<file path="config.mk">
export PLATFORM = sky130hd
export DESIGN_NAME = fp_packer
export DESIGN_NICKNAME = d
export VERILOG_FILES = /design/src/rtl/fp_packer.sv
export SDC_FILE = /design/constraint.sdc
export NUM_CORES = 1
export LEC_CHECK = 0
export ABC_AREA = 1
export CORE_MARGIN = 2
export CORE_UTILIZATION = 45
export CTS_BUF_LIST = sky130_fd_sc_hd__clkbuf_4 sky130_fd_sc_hd__clkbuf_8
export CTS_CLUSTER_SIZE = 16
export DETAILED_ROUTE_END_ITERATION = 16
export DONT_BUFFER_PORTS = 1
export GPL_ROUTABILITY_DRIVEN = 0
export SYNTH_ARGS = -nofsm -noshare
export SYNTH_HDL_FRONTEND = slang
export SYNTH_SLANG_ARGS = --single-unit
export TNS_END_PERCENT = 5
</file>
<file path="constraint.sdc">
create_clock -name clk -period 3.6 [get_ports clk]
set_input_delay 0.36 -clock clk [delete_from_list [all_inputs] [get_ports clk]]
set_output_delay 0.36 -clock clk [all_outputs]
set_load 0.02 [all_outputs]
</file>
<file path="src/rtl/fp_packer.sv">
// -----------------------------------------------------------------------------
// fp_packer
//   Result packer for the FPU back end. Takes a rounded result (sign, biased
//   exponent, 53-bit significand with explicit hidden bit, class flags) and
//   packs it into an IEEE-754 double word, or a single word in fp[63:32].
//   Two-stage valid/ready pipeline:
//     S1 captures the inputs and decodes the result class.
//     S2 registers the packed word onto fp.
//
// Ports
//   clk        in   1   clock, rising edge
//   rst_n      in   1   asynchronous active-low reset
//   in_valid   in   1   upstream result valid
//   in_ready   out  1   packer can accept a result this cycle
//   db         in   1   1 = double, 0 = single
//   s          in   1   result sign
//   e          in  11   biased exponent (single uses e[7:0])
//   f          in  53   significand, f[52] = hidden bit (single uses f[52:29])
//   fl         in   4   flags {ZERO, INF, SNAN, NAN}
//   nan        in  53   {nan_sign, nan_frac[51:0]} from the NaN selector
//   out_valid  out  1   packed word valid
//   out_ready  in   1   downstream accepts
//   fp         out 64   packed result
//   nan_cnt    out 16   saturating count of emitted NaN words (macro only)
//   inf_cnt    out 16   saturating count of emitted INF words (macro only)
//
// Configuration
//   FP_PACKER_EXC_CNT_EN : when defined, adds the nan_cnt/inf_cnt outputs and
//   carries the result class into S2. Datapath behaviour is identical either way.
// -----------------------------------------------------------------------------
module fp_packer (
   input  logic        clk,
   input  logic        rst_n,
   input  logic        in_valid,
   output logic        in_ready,
   input  logic        db,
   input  logic        s,
   input  logic [10:0] e,
   input  logic [52:0] f,
   input  logic [3:0]  fl,
   input  logic [52:0] nan,
   output logic        out_valid,
   input  logic        out_ready,
   output logic [63:0] fp
`ifdef FP_PACKER_EXC_CNT_EN
   ,
   output logic [15:0] nan_cnt,
   output logic [15:0] inf_cnt
`endif
);

   typedef enum logic [1:0] {
      CLS_FIN  = 2'd0,
      CLS_ZERO = 2'd1,
      CLS_INF  = 2'd2,
      CLS_NAN  = 2'd3
   } cls_e;

   // Class priority: any NaN flag beats INF, which beats ZERO.
   function automatic cls_e decode_class(input logic [3:0] flags);
      cls_e c;
      c = CLS_FIN;
      if (flags[1] || flags[0]) c = CLS_NAN;
      else if (flags[2])        c = CLS_INF;
      else if (flags[3])        c = CLS_ZERO;
      return c;
   endfunction

   function automatic logic [63:0] pack_word(input cls_e        cls,
                                             input logic        dbl,
                                             input logic        sgn,
                                             input logic [10:0] exp_in,
                                             input logic [52:0] sig,
                                             input logic [52:0] nanw);
      logic [63:0] w;
      logic [10:0] exp_fin;
      logic [51:0] qnan_d;
      logic [22:0] qnan_s;
      w       = 64'h0;
      // Denormal (hidden bit clear) forces a zero exponent field.
      exp_fin = sig[52] ? exp_in : 11'h000;
      // Quiet bit (frac MSB) is always set on a packed NaN.
      qnan_d  = nanw[51:0]  | 52'h8_0000_0000_0000;
      qnan_s  = nanw[51:29] | 23'h40_0000;
      unique case (cls)
         CLS_NAN:  w = dbl ? {nanw[52], 11'h7FF, qnan_d}
                           : {nanw[52], 8'hFF, qnan_s, 32'h0};
         CLS_INF:  w = dbl ? {sgn, 11'h7FF, 52'h0}
                           : {sgn, 8'hFF, 23'h0, 32'h0};
         CLS_ZERO: w = {sgn, 63'h0};
         default:  w = dbl ? {sgn, exp_fin, sig[51:0]}
                           : {sgn, exp_fin[7:0], sig[51:29], 32'h0};
      endcase
      return w;
   endfunction

`ifdef FP_PACKER_EXC_CNT_EN
   function automatic logic [15:0] sat_inc(input logic [15:0] cnt);
      return (cnt == 16'hFFFF) ? cnt : cnt + 16'd1;
   endfunction
`endif

   logic        vld_p1_q, vld_p1_d;
   logic        vld_p2_q, vld_p2_d;
   logic        db_p1_q;
   logic        s_p1_q;
   logic [10:0] e_p1_q;
   logic [52:0] f_p1_q;
   logic [52:0] nan_p1_q;
   cls_e        cls_p1_q;
   logic [63:0] fp_p2_q, fp_p2_d;
   logic        adv_p1, adv_p2, take_p1;

   assign adv_p2    = !vld_p2_q || out_ready;
   assign adv_p1    = adv_p2 || !vld_p1_q;
   assign take_p1   = in_valid && adv_p1;
   assign in_ready  = adv_p1;
   assign out_valid = vld_p2_q;
   assign fp        = fp_p2_q;

   always_comb begin
      vld_p1_d = vld_p1_q;
      vld_p2_d = vld_p2_q;
      fp_p2_d  = fp_p2_q;
      if (adv_p1) vld_p1_d = in_valid;
      if (adv_p2) vld_p2_d = vld_p1_q;
      // fp only changes when a new word moves in, so it holds under stall.
      if (adv_p2 && vld_p1_q)
         fp_p2_d = pack_word(cls_p1_q, db_p1_q, s_p1_q, e_p1_q, f_p1_q, nan_p1_q);
   end

   // ---- S1: capture and class decode ----
   always_ff @(posedge clk or negedge rst_n) begin
      if (!rst_n) vld_p1_q <= 1'b0;
      else        vld_p1_q <= vld_p1_d;
   end

   always_ff @(posedge clk) begin
      if (take_p1) begin
         db_p1_q  <= db;
         s_p1_q   <= s;
         e_p1_q   <= e;
         f_p1_q   <= f;
         nan_p1_q <= nan;
         cls_p1_q <= decode_class(fl);
      end
   end

   // ---- S2: packed word ----
   always_ff @(posedge clk or negedge rst_n) begin
      if (!rst_n) begin
         vld_p2_q <= 1'b0;
         fp_p2_q  <= 64'h0;
      end else begin
         vld_p2_q <= vld_p2_d;
         fp_p2_q  <= fp_p2_d;
      end
   end

`ifdef FP_PACKER_EXC_CNT_EN
   cls_e        cls_p2_q;
   logic [15:0] nan_cnt_q, nan_cnt_d;
   logic [15:0] inf_cnt_q, inf_cnt_d;

   always_comb begin
      nan_cnt_d = nan_cnt_q;
      inf_cnt_d = inf_cnt_q;
      if (vld_p2_q && out_ready) begin
         if (cls_p2_q == CLS_NAN) nan_cnt_d = sat_inc(nan_cnt_q);
         if (cls_p2_q == CLS_INF) inf_cnt_d = sat_inc(inf_cnt_q);
      end
   end

   always_ff @(posedge clk) begin
      if (adv_p2 && vld_p1_q) cls_p2_q <= cls_p1_q;
   end

   always_ff @(posedge clk or negedge rst_n) begin
      if (!rst_n) begin
         nan_cnt_q <= 16'h0;
         inf_cnt_q <= 16'h0;
      end else begin
         nan_cnt_q <= nan_cnt_d;
         inf_cnt_q <= inf_cnt_d;
      end
   end

   assign nan_cnt = nan_cnt_q;
   assign inf_cnt = inf_cnt_q;
`endif

endmodule

</file>
==> run summary, run 1 <==
critical path depth in cells: 4
Final Hold Vio Count: 0
largest net degree at the start of global routing: 67
Mean Syn Cell Area: 9.940 um2
headroom to the max-slew limit: 37.64%
RSZ-0062 raised after global routing: no
hold depth: 2
crit start category: flop
post-DR vias/cell: 4.873
Die X: 133.6 um
HPWL after detailed placement: 10.93 mm
final setup fails: 0
antenna violations before repair: 0
Hold Path Class: in -> reg
reg-to-reg endpoint: cls_p1_q[0]
post-place instance area: 7734 um2
fin crit period: 2504 ps
count leader, synth: nand2_1
crit path launch: out_valid
Yosys cell types: 17
Yosys warning total: 0
LEAKAGE: 4.279 nW
Total Neg Setup Slack: 0 ps
flop and latch count out of synthesis: 186
Synth Flop Type: edfxtp_1
Peak Freq: 399.4 MHz
pwr dens: 519.5 nW/um2
DR pass1 iterations: 8
max-capacitance violation count: 0
core box area: 16520 um2
total CTS buffers: 17
Root Buffer: clkbuf_8
CP delay by family, top: buffers and inverters
max incr delay on CP: 710 ps
CP endpoint kind: flop
Worst Max-Slew Pin Slew: 934.0 ps
Die Y: 133.6 um
crit-path max FO: 46
die area: 17840 um2
Longest Clk Path Bufs: 2
CTS tree: done
port bufs: 0
initial drt markers: 396
wire per inst: 16.35 um
antenna cell count: 0
worst hold slack: 99.69 ps
CP cell instances: nand3_1 -> nand2_1 -> clkinvlp_4 -> buf_12
Mapped Cells: 760
VDD IR-drop max: 0.4725 mV
status: finished, final reports clean
Clock Skew: 16.12 ps
via count: 5375
GRT Total Usage: 20.87%
Layout Nets: 997
Final Slew Violations: 0
global-route wire length before repair: 28.39 mm
synth top area cells: edfxtp_1 48%, dfrtp_1 22%, nand2_1 20%
sequential element share of the synthesized area: 69.56%
Area growth, synth to finish: 23.80%
H-tree levels: 4
clock sink count: 186
Crit Path Class: reg -> reg
CP Buf/Inv Count: 2
FP Rows: 47
Initial Util: 45.72%
GR Overflow Total: 0
CTS resizes: 0
Synth area leader: edfxtp_1
ys async rst share: 35.48%
final WL: 18.03 mm
reg-to-reg setup timing slack: 1100 ps
period utilization: 69.56%
Final ANT Viol Nets: 0
top post-synthesis cells by count: 394 x nand2_1, 120 x edfxtp_1, 66 x dfrtp_1
IO Pins: 193
final instance area: 9353 um2
vias in the first global route: 5522
Critical R2R Launch: out_valid
Post-synth EDFFs: 120
Critical Path AT: 2680 ps
Cell Area, Synth: 7555 um2
Synth Net Count: 887
Skew-Pair Late Insertion Delay: 450 ps
share of layout cells above drive strength 1: 5.210%
Critical path destination: cls_p1_q[0]
worst endpoint required time: 3780 ps
R2R cell count: 4
CP max-delay cell: clkinvlp_4
clk slew on worst S/H paths: 90 ps
post-synth top area share: 47.70%
DRC: 0
-- routing by layer --
| layer | global-route usage, % | share of wire [%] | vias to the layer above |
|---|---|---|---|
| met1 | 24.49 | 39 | 2540 |
| met5 | 0 | 0 | - |
| met2 | 36.91 | 52 | 191 |
| met3 | 7.002 | 7.2 | 14 |
| li1 | - | - | 2630 |
| met4 | 5.319 | 1.1 | 0 |
-- flip-flops by register name, summed over array words and instances (netlist names) --
name	flops
out_valid	1
s_p1_q	1
cls_p1_q	2
fp	64
f_p1_q	53
vld_p1_q	1
e_p1_q	11
nan_p1_q	52
db_p1_q	1
-- worst min-delay path by stage --
| stage | start | endpoint | slack (ps) |
|---|---|---|---|
| 6_report | in_valid | vld_p1_q | 100 |
| 5_1_grt | in_valid | vld_p1_q | 80 |
| 4_1_cts | in_valid | vld_p1_q | 60 |
| 3_5_place_dp | rst_n | fp[45] | 70 |
| 3_3_place_gp | rst_n | fp[45] | 70 |
| 2_1_floorplan | rst_n | fp[0] | 60 |
-- placed cells by master (no fill, tap or decap) --
cell type / instances
nor2_1: 19
clkinv_1: 1
o21ai_1: 1
a21oi_1: 6
o22ai_1: 3
inv_1: 54
dlygate4sd3_1: 119
nand3_1: 51
nor2_4: 1
clkinv_2: 1
edfxtp_1: 120
nor2_2: 1
dfrtp_1: 66
nand4_1: 3
buf_4: 4
clkbuf_4: 2
buf_16: 1
clkinv_4: 3
bufinv_16: 2
nand2_1: 393
inv_6: 4
o211ai_1: 1
clkinvlp_4: 2
inv_2: 3
nand2_2: 2
clkbuf_8: 18
buf_12: 2
-- metrics by stage --
| step | utilization (%) | worst slack (ps) | power (W) | cells |
|---|---|---|---|---|
| global route | 56.60 | 885.6 | 0.005100 | 1103 |
| detailed placement | 46.80 | 1068 | 0.003376 | 951 |
| finish | 56.60 | 1096 | 0.004858 | 1103 |
| global placement | 46.80 | 1135 | 0.003350 | 951 |
| floorplan | - | 509.9 | 0.003219 | 760 |
| CTS | 56.60 | 1036 | 0.004905 | 1103 |
-- logic make-up after synthesis --
group | share of synthesized area, %
AO/OA/AOI/OAI | 0.8115
AND/OR/NAND/NOR | 24.36
buffers and inverters | 5.267
flip-flops | 69.56
-- timing repair --
action | in CTS | in global routing
buffers inserted | 0 | 0
endpoints found under the hold margin | 184 | 0
hold buffers | 120 | 0
setup endpoints to repair | 0 | 0
-- report_power, final --
part           internal [W]  switching, W
registers           0.00254      0.000336
clock network      0.000661      0.000745
logic              0.000217      0.000356
-- area by class of cell --
cell class	count	area, um2
multi-input combinational	481	1912
clock buffer	20	262.8
clock inverter	12	137.6
tap	220	275.3
inverter	58	221.5
fill	1443	7172
timing repair buffer	126	1289
sequential	186	5255
No activity file was read; power rests on OpenSTA's default activity.
==> inputs of run 2 (changes only) <==
==> constraint.sdc (replaced) <==
create_clock -name clk -period 2.3 [get_ports clk]
set_input_delay 0.23 -clock clk [delete_from_list [all_inputs] [get_ports clk]]
set_output_delay 0.23 -clock clk [all_outputs]
set_load 0.02 [all_outputs]
==> run summary, run 2 (synthesis results as in run 1) <==
total CTS buffers: 17 (unchanged)
DR WL met3: 1.243 mm (-4.5%)
Final Slew Violations: 0 (unchanged)
Setup WS pre-CTS: 621.9 ps (-445.9 ps)
CP delay by family, top: buffers and inverters
DR pass1 iterations: 5 (-3)
Skew-Pair Late Insertion Delay: 450 ps (about the same)
core box area: 16520 um2 (unchanged)
die area: 17840 um2 (unchanged)
Area growth, synth to finish: 25.04%
FP Rows: 47 (unchanged)
Post-CTS Setup Inserts: 0 (unchanged)
GRT Total Usage: 20.86% (about the same)
initial drt markers: 312 (-21%)
CP cell instances: dlygate4sd3_1 -> nor2_1 -> dlygate4sd3_1 -> nand2_1 -> dlygate4sd3_1
non-filler instance count after layout: 1115 (+1.1%)
HPWL after detailed placement: 11.10 mm (+1.5%)
highest routed layer: met4
pwr dens: 801.1 nW/um2 (+54%)
met2 wire len: 9.361 mm (-0.58%)
final WL: 18.24 mm (+1.1%)
wire per inst: 16.36 um (about the same)
Storage cell area: 5256 um2 (about the same)
largest net degree at the start of global routing: 82 (+22%)
GR Overflow Total: 0 (unchanged)
final instance area: 9447 um2 (+1.0%)
status: finished, final reports clean
RSZ-0062 raised after global routing: no
DRC: 0 (unchanged)
global-route wire length before repair: 28.52 mm (+0.46%)
Crit Path Class: in -> reg
port bufs: 0 (unchanged)
antenna violations before repair: 0 (unchanged)
final setup fails: 0 (unchanged)
H-tree levels: 4 (unchanged)
Worst Max-Slew Pin Slew: 625.5 ps (-308.5 ps)
CP dominant cell by count: dlygate4sd3_1
Longest Clk Path Bufs: 2 (unchanged)
CP endpoint kind: flop
worst endpoint required time: 2500 ps (-1280 ps)
Clock Skew: 7.404 ps (-8.717 ps)
multi-input combinational cell area: 1932 um2 (+1.0%)
clock sink count: 186 (unchanged)
period utilization: 82.14%
Layout Nets: 1009 (+1.2%)
Critical Path AT: 2090 ps (-590 ps)
max reg flops: 64 (unchanged)
VDD IR-drop max: 0.4693 mV (-0.68%)
vias in the first global route: 5580 (+1.1%)
via count: 5535 (+3.0%)
IO Pins: 193 (unchanged)
Root Buffer: clkbuf_8
CP Buf/Inv Count: 3 (+1)
commonest non-fill, non-tap cell in the layout: nand2_1
share of layout cells above drive strength 1: 6.257% (+1.0 points)
crit start category: input port
post-place instance area: 7795 um2 (+0.79%)
Peak Freq: 529.3 MHz
max-capacitance violation count: 0 (unchanged)
crit-path max FO: 2 (-96%)
Worst Slack Setup Final: 410.7 ps (-685.3 ps)
CP max-delay cell: dlygate4sd3_1
Initial Util: 45.72% (unchanged)
post-DR vias/cell: 4.964 (+1.9%)
clk slew on worst S/H paths: 90 ps (about the same)
Final ANT Viol Nets: 0 (unchanged)
LEAKAGE: 4.314 nW (+0.83%)
Hold Buf Count CTS: 125 (+4.2%)
Die X: 133.6 um (unchanged)
filler cell count: 1438 (-0.35%)
most frequent cells in the layout: 392 x nand2_1, 124 x dlygate4sd3_1, 120 x edfxtp_1
headroom to the max-slew limit: 58.24% (+21 points)
Final Hold Vio Count: 0 (unchanged)
fin crit period: 1889 ps
Die Y: 133.6 um (unchanged)
antenna cell count: 0 (unchanged)
reg-to-reg setup timing slack: 580 ps (-520 ps)
Hold Path Class: in -> reg
CTS resizes: 0 (unchanged)
Cells after DPL: 958 (+0.74%)
M1 wire length: 7.282 mm (+2.3%)
CTS tree: done
max incr delay on CP: 590 ps (-120 ps)
-- run 2: cell count changes in the layout (fill, tap and decap cells not counted), sizes merged --
cell         previous run  this run
clkbuf                 20        17
clkinvlp                2         5
clkinv                  5         6
inv                    61        60
dlygate4sd3           119       124
buf                     7        14
-- run 2: layer usage --
layer	track usage, %	vias to the layer above
li1	-	2645
met2	36.45	206
met1	24.68	2655
met4	7.388	0
met5	0	-
met3	5.936	29
-- run 2: path summary, 6_finish.rpt --
check                        startpoint           to  cells after the start
hold / removal                out_ready    out_valid                      3
setup / recovery                  fl[1]  cls_p1_q[1]                      5
hold reg to reg            nan_p1_q[52]       fp[63]                      2
min in group asynchronous         rst_n       fp[53]                      2
max in group asynchronous         rst_n       fp[34]                      2
setup reg to reg            cls_p1_q[1]       fp[12]                      7
-- run 2: per-stage QoR --
| step | TNS, ps | total power (W) | hold slack, ps | util, % |
|---|---|---|---|---|
| after floorplan | -62460 | 0.005046 | -65.59 | - |
| after global placement | 0 | 0.005259 | -64.02 | 47.17 |
| after detailed placement | 0 | 0.005292 | -64.04 | 47.17 |
| after CTS | 0 | 0.007613 | 17.35 | 57.17 |
| after global routing | 0 | 0.007911 | 37.25 | 57.17 |
| final | 0 | 0.007567 | 51.57 | 57.17 |
-- run 2: layout make-up --
cell class              instances  share of cell area, %
clock buffers                  17                  2.477
clock inverters                15                  1.576
inverters                      58                  2.344
multi-input cells             481                  20.45
flip-flops and latches        186                  55.64
well taps                     220                  2.914
repair buffers                138                  14.60
-- run 2: tightest hold or removal path, delay by kind of cell --
kind	cells	cell delay [ps]
and+or+nand+nor	2	180
buffers and inverters	1	50
-- run 2: report_power, final --
group          switching, W  total [W]  internal [W]
Sequential         0.000524    0.00451       0.00398
Combinational      0.000564   0.000916      0.000352
Clock               0.00118    0.00214      0.000965
